`src/rtl/fft_peak_pkg.sv`:
```
// fft_peak_pkg: shared entry type, limits and bin-window helper for the FFT peak tracker
package fft_peak_pkg;
  localparam int MAX_PEAKS = 8;
  localparam int RANK_W = $clog2(MAX_PEAKS);
  localparam int MAG_W = 34;
  localparam int BIN_W = 10;
  typedef struct packed {
    logic [MAG_W-1:0] mag;
    logic [BIN_W-1:0] k;
    logic hit;
  } peak_entry_t;
  function automatic logic in_window(input int k, input int nsamples, input int half);
    return half == 0 || k < nsamples / 2;
  endfunction
endpackage

```
`src/rtl/peak_insert_list.sv`:
```
// peak_insert_list: descending sorted register list with parallel compare, clear and single insert
module peak_insert_list
  import fft_peak_pkg::*;
#(
  parameter int W = 34,
  parameter int KW = 10,
  parameter int N = 4
) (
  input logic clk,
  input logic reset_n,
  input logic clr,
  input logic ins,
  input logic [W-1:0] ins_mag,
  input logic [KW-1:0] ins_k,
  output peak_entry_t list [N]
);
  peak_entry_t cur [N];
  peak_entry_t nxt [N];
  peak_entry_t new_e;
  logic [N-1:0] gt;
  assign new_e = '{mag: MAG_W'(ins_mag), k: BIN_W'(ins_k), hit: 1'b1};
  for (genvar i = 0; i < N; i++) begin : g_slot
    assign cur[i] = clr ? '0 : list[i];
    assign gt[i] = ins && ins_mag > W'(cur[i].mag);
    if (i == 0) begin : g_head
      assign nxt[i] = gt[i] ? new_e : cur[i];
    end else begin : g_tail
      assign nxt[i] = !gt[i] ? cur[i] : gt[i-1] ? cur[i-1] : new_e;
    end
  end
  always_ff @(posedge clk or negedge reset_n)
    if (!reset_n) list <= '{default: '0};
    else if (clr || ins) list <= nxt;
endmodule

```
`src/rtl/fft_peak_tracker.sv`:
```
// fft_peak_tracker: keeps the NPEAKS largest in-window bins of each FFT frame and streams them out ranked
module fft_peak_tracker
  import fft_peak_pkg::*;
#(
  parameter int W = 34,
  parameter int NSAMPLES = 1024,
  parameter int NPEAKS = 4,
  parameter int HALF = 1,
  localparam int KW = $clog2(NSAMPLES)
) (
  input logic clk,
  input logic reset_n,
  input logic [W-1:0] threshold,
  input logic [KW-1:0] min_bin,
  input logic [W-1:0] mag,
  input logic mag_valid,
  input logic mag_sof,
  output logic out_valid,
  input logic out_ready,
  output logic [W-1:0] out_mag,
  output logic [KW-1:0] out_k,
  output logic [RANK_W-1:0] out_rank,
  output logic out_hit,
  output logic out_last,
  output logic [7:0] drop_count
);
  typedef enum logic {IDLE, DRAIN} state_t;
  state_t state, state_nxt;
  logic active, take, cand, close, close_q;
  logic [KW-1:0] k, cur_k, min_q, min_b;
  logic [W-1:0] thr_q, thr;
  logic [RANK_W-1:0] rank;
  peak_entry_t list [NPEAKS];
  peak_entry_t obuf [MAX_PEAKS];
  peak_entry_t cur_e;
  always_comb begin
    take = mag_valid && (mag_sof || active);
    cur_k = mag_sof ? '0 : k;
    thr = mag_sof ? threshold : thr_q;
    min_b = mag_sof ? min_bin : min_q;
    cand = take && mag > thr && cur_k >= min_b && in_window(int'(cur_k), NSAMPLES, HALF);
    close = take && &cur_k;
  end
  always_ff @(posedge clk or negedge reset_n)
    if (!reset_n) begin
      active <= 1'b0;
      k <= '0;
      thr_q <= '0;
      min_q <= '0;
      close_q <= 1'b0;
    end else begin
      close_q <= close;
      if (take) begin
        active <= !close;
        k <= cur_k + 1'b1;
      end
      if (mag_valid && mag_sof) begin
        thr_q <= threshold;
        min_q <= min_bin;
      end
    end
  peak_insert_list #(.W(W), .KW(KW), .N(NPEAKS)) u_list (
    .clk(clk),
    .reset_n(reset_n),
    .clr(mag_valid && mag_sof),
    .ins(cand),
    .ins_mag(mag),
    .ins_k(cur_k),
    .list(list)
  );
  always_ff @(posedge clk or negedge reset_n)
    if (!reset_n) begin
      state <= IDLE;
      rank <= '0;
      drop_count <= '0;
      obuf <= '{default: '0};
    end else begin
      state <= state_nxt;
      if (close_q && state == IDLE) for (int i = 0; i < NPEAKS; i++) obuf[i] <= list[i];
      if (close_q && state != IDLE && drop_count != 8'hff) drop_count <= drop_count + 1'b1;
      if (out_valid && out_ready) rank <= out_last ? '0 : rank + 1'b1;
    end
  always_comb begin
    cur_e = obuf[rank];
    out_valid = state == DRAIN;
    out_last = out_valid && rank == RANK_W'(NPEAKS - 1);
    out_mag = out_valid ? W'(cur_e.mag) : '0;
    out_k = out_valid ? KW'(cur_e.k) : '0;
    out_hit = out_valid && cur_e.hit;
    out_rank = rank;
    state_nxt = state == IDLE ? (close_q ? DRAIN : IDLE) : (out_ready && out_last ? IDLE : DRAIN);
  end
endmodule
```
`config.mk`:
```
export PLATFORM = sky130hd
export DESIGN_NAME = fft_peak_tracker
export DESIGN_NICKNAME = d
export VERILOG_FILES = /design/src/rtl/fft_peak_pkg.sv /design/src/rtl/peak_insert_list.sv /design/src/rtl/fft_peak_tracker.sv
export SDC_FILE = /design/constraint.sdc
export NUM_CORES = 1
export LEC_CHECK = 0
export ABC_CLOCK_PERIOD_IN_PS = 3200
export CAP_MARGIN = 15
export CORE_MARGIN = 4
export CORE_UTILIZATION = 25
export CTS_BUF_LIST = sky130_fd_sc_hd__clkbuf_4 sky130_fd_sc_hd__clkbuf_8 sky130_fd_sc_hd__clkbuf_16
export DETAILED_ROUTE_END_ITERATION = 6
export RECOVER_POWER = 25
export SYNTH_ARGS = -nofsm -noshare
export SYNTH_HDL_FRONTEND = slang
export SYNTH_HIERARCHICAL = 1
export SYNTH_SLANG_ARGS = --single-unit
```
`constraint.sdc`:
```
create_clock -name clk -period 3.2 [get_ports clk]
set_input_delay 0.96 -clock clk [delete_from_list [all_inputs] [get_ports clk]]
set_output_delay 0.96 -clock clk [all_outputs]
set_load 0.05 [all_outputs]
```
==> impl_metrics.json <==
{
  "dp_hpwl_um": 51200,
  "grt_usage_pct": 14.4,
  "stdcell_area_um2": 34400,
  "r2r.worst_path.cells": 16,
  "crit_fanout": 9,
  "clk_path_buf_depth": 3,
  "dr.pass1.iters": 7,
  "cp.arrival_ns": 4.36,
  "r2r-end": "u_list/list[128]",
  "place_congestion": 0.806,
  "num_vias": 18600,
  "grt_pass1_wl_um": 116000,
  "crit_path_start_kind": "primary input",
  "vias_per_cell": 4.68,
  "async_flop_share_pct": 100,
  "cts_inserted_buffers": 49,
  "drt_iter0_markers": 1032,
  "antennaDiodeCount": 0,
  "power_density_nw_per_um2": 412,
  "worstHoldPathCells": 1,
  "critPathLaunch": "mag_sof",
  "fillers": 9533,
  "yosysSeqAreaShare_pct": 43.7,
  "rsz0062_at_grt": "yes",
  "cts_sinks": 428,
  "routedWlPerCell_um": 19.4,
  "min_to": "obuf[248]",
  "crit_path_end_kind": "flip-flop",
  "insertion_delay_ns": 0.62,
  "yosys.cell_types.count": 75,
  "reg2reg_from": "thr_q[9]",
  "synth_ff_type": "dfrtp_1",
  "clockRootBuffer": "clkbuf_16",
  "finalWorstSetupSlack_ns": -0.687,
  "synth_area_per_cell_um2": 11.4,
  "synth-edff-count": 0,
  "grt_overflow_total": 0,
  "drive_gt1_share_pct": 38.3,
  "preCtsSetupSlack_ns": -1.83,
  "cts_tree": "yes",
  "die_h_um": 321,
  "clock_skew_ns": 0.0308,
  "drt-total-wl_um": 77000,
  "placementRows": 114,
  "fin_crit_sh_pct": 121,
  "hold_start": "obuf[248]",
  "worst-endpoint-required_ns": 3.67,
  "route.detailed.drc": 0,
  "vdd_drop_max_v": 0.000344,
  "clkTransAtPathRegs_ns": 0.06,
  "status": "finished, violations left",
  "hp-class": "flip-flop to flip-flop",
  "critPathKind": "primary input to flip-flop",
  "setup_violations": 200,
  "max_freq_ghz": 0.257,
  "synthCells": 2150,
  "fin_crit_ns": 3.89,
  "antenna_found_initial": 2,
  "die_w_um": 321,
  "cellLeakagePower_nw": 16.0,
  "drv_cap": 0,
  "die_area_um2": 103000,
  "grt_pass1_vias": 19100,
  "initial_core_util_pct": 25.3,
  "max_slew_margin_pct": 4.53,
  "ant_nets": 0,
  "syn_area_um2": 24500,
  "pin_count": 141,
  "yosys_warnings": 366,
  "place_area_um2": 30200,
  "rrSetupSlack_ns": -0.25,
  "slew_viol_final": 0,
  "nets": 2926,
  "syn_nets": 2416,
  "coreArea_um2": 97000,
  "ys_ff_latch": 428,
  "hold_viol_final": 0,
  "grt_max_degree": 103,
  "area_growth_pct": 40.5,
  "h-tree-depth": 2,
  "failed_checks": "setup timing",
  "worst_pin_slew_ns": 1.43,
  "port-buffer-count": 140
}
-- Yosys cell counts (21+ instances only) --
master,number,share of area (%)
dfrtp_1,428,44
mux2i_1,181,7.4
nand2_1,215,3.3
nand4_1,37,0.94
o21ai_0,102,2.1
ha_1,183,9.3
buf_2,41,0.84
a21oi_1,74,1.5
a221o_1,21,0.86
nor2b_1,148,3.8
mux4_2,45,4.1
inv_1,112,1.7
clkbuf_1,50,0.77
nor2_1,21,0.32
mux2_2,248,11
-- worst max-delay path: stages --
cell and delay [ns]:
buf_16 0.12, buf_12 0.12, nand2_8 0.08, inv_16 0.06, inv_12 0.07, buf_12 0.14
buf_12 0.16, nand2_8 0.06, ha_4 0.26, nand4_1 0.21, or4_4 0.59, nand3b_1 0.23
buf_6 0.15, o41ai_4 0.26, a21oi_4 0.09, buf_8 0.18, buf_12 0.15, mux2i_2 0.15
mux2_4 0.26
-- metrics by stage --
stage	TNS [ns]	utilization, %	power (mW)	hold WS, ns	std cells
after global placement	-289.13	31.1	7.99	0.466	3783
after floorplan	-137.36	-	6.96	0.452	2150
final	-102.12	35.5	14.2	0.481	3972
after global routing	-118.04	35.5	14.8	0.500	3972
after CTS	-84.27	34.6	14.4	0.256	3936
after detailed placement	-289.98	31.1	8.03	0.471	3783
-- per-layer routing --
metal	vias up	global-route usage, %	wire length (µm)	part of all wire (%)
li1	8818	-	-	-
met1	9312	19.3	35200	46
met2	388	23.4	35900	47
met3	90	3.79	4540	5.9
met4	0	2.92	1370	1.8
met5	-	0	0	0
-- timing repair --
action	CTS	global route
hold buffers	0	0
resized for setup	181	149
buffers inserted	47	33
setup endpoints to repair	218	222
pin swaps	41	38
cloned	19	10
-- layout by cell type, fill, tap and decap left out, types with 15 or more instances in the layout --
| cell | Yosys | final |
|---|---|---|
| mux2i_1 | 181 | 169 |
| a21oi_1 | 74 | 69 |
| nor2_1 | 21 | 19 |
| buf_6 | 11 | 34 |
| mux2_1 | 15 | 15 |
| nand4_1 | 37 | 37 |
| buf_12 | 0 | 65 |
| nor2b_2 | 0 | 24 |
| ha_1 | 183 | 167 |
| o21ai_1 | 9 | 47 |
| o21ai_0 | 102 | 55 |
| dfrtp_1 | 428 | 426 |
| mux4_2 | 45 | 45 |
| ha_4 | 0 | 16 |
| buf_16 | 0 | 19 |
| a221o_1 | 21 | 20 |
| clkbuf_16 | 0 | 59 |
| mux2_2 | 248 | 246 |
| nand2_1 | 215 | 195 |
| nand3_1 | 19 | 17 |
| nor2b_1 | 148 | 113 |
| inv_1 | 112 | 110 |
| clkdlybuf4s50_1 | 0 | 79 |
| buf_4 | 14 | 338 |
-- logic make-up after synthesis --
kind of cell / Yosys count / share of synthesized area [%]
simple gates: 523 / 11.3
mux: 489 / 23.6
xor+xnor: 11 / 0.393
flops: 428 / 43.7
buf+inv: 231 / 4.30
fa+ha+maj: 183 / 9.35
compound gates: 285 / 7.32
-- how the worst max path moves through the flow --
stage | endpoint | slack, ns | depth (start not counted)
6_report | u_list/list[103] | -0.69 | 19
5_1_grt | u_list/list[133] | -0.74 | 19
3_5_place_dp | u_list/list[3] | -1.83 | 13
2_1_floorplan | u_list/list[4] | -0.85 | 17
4_1_cts | u_list/list[29] | -0.54 | 18
3_3_place_gp | u_list/list[6] | -1.82 | 13
-- state kept, by name (all words and copies together) (netlist names) --
name         flops
close_q          1
obuf           180
k               10
out_rank         3
thr_q           34
drop_count       8
out_valid        1
active           1
u_list/list    180
min_q           10
-- power by group --
part           internal [mW]  leakage [nW]  total [mW]  switching, mW
clock                   3.72         0.868        6.12           2.40
combinational           1.05          9.23        2.43           1.39
sequential              5.54          5.87        5.63         0.0879
total                   10.3          16.0        14.2           3.87
-- area by class of cell --
type / count / area (µm²) / share of cell area [%]
inverter: 114 / 457 / 1.33
timing repair inverter: 1 / 8.76 / 0.0254
clock buffer: 67 / 1440 / 4.19
clock inverter: 20 / 307 / 0.890
timing repair buffer: 575 / 6110 / 17.7
tap: 1276 / 1600 / 4.64
sequential: 428 / 10700 / 31.1
multi-input combinational: 1491 / 13800 / 40.1
Note: power is estimated with default switching activity, not from simulation.
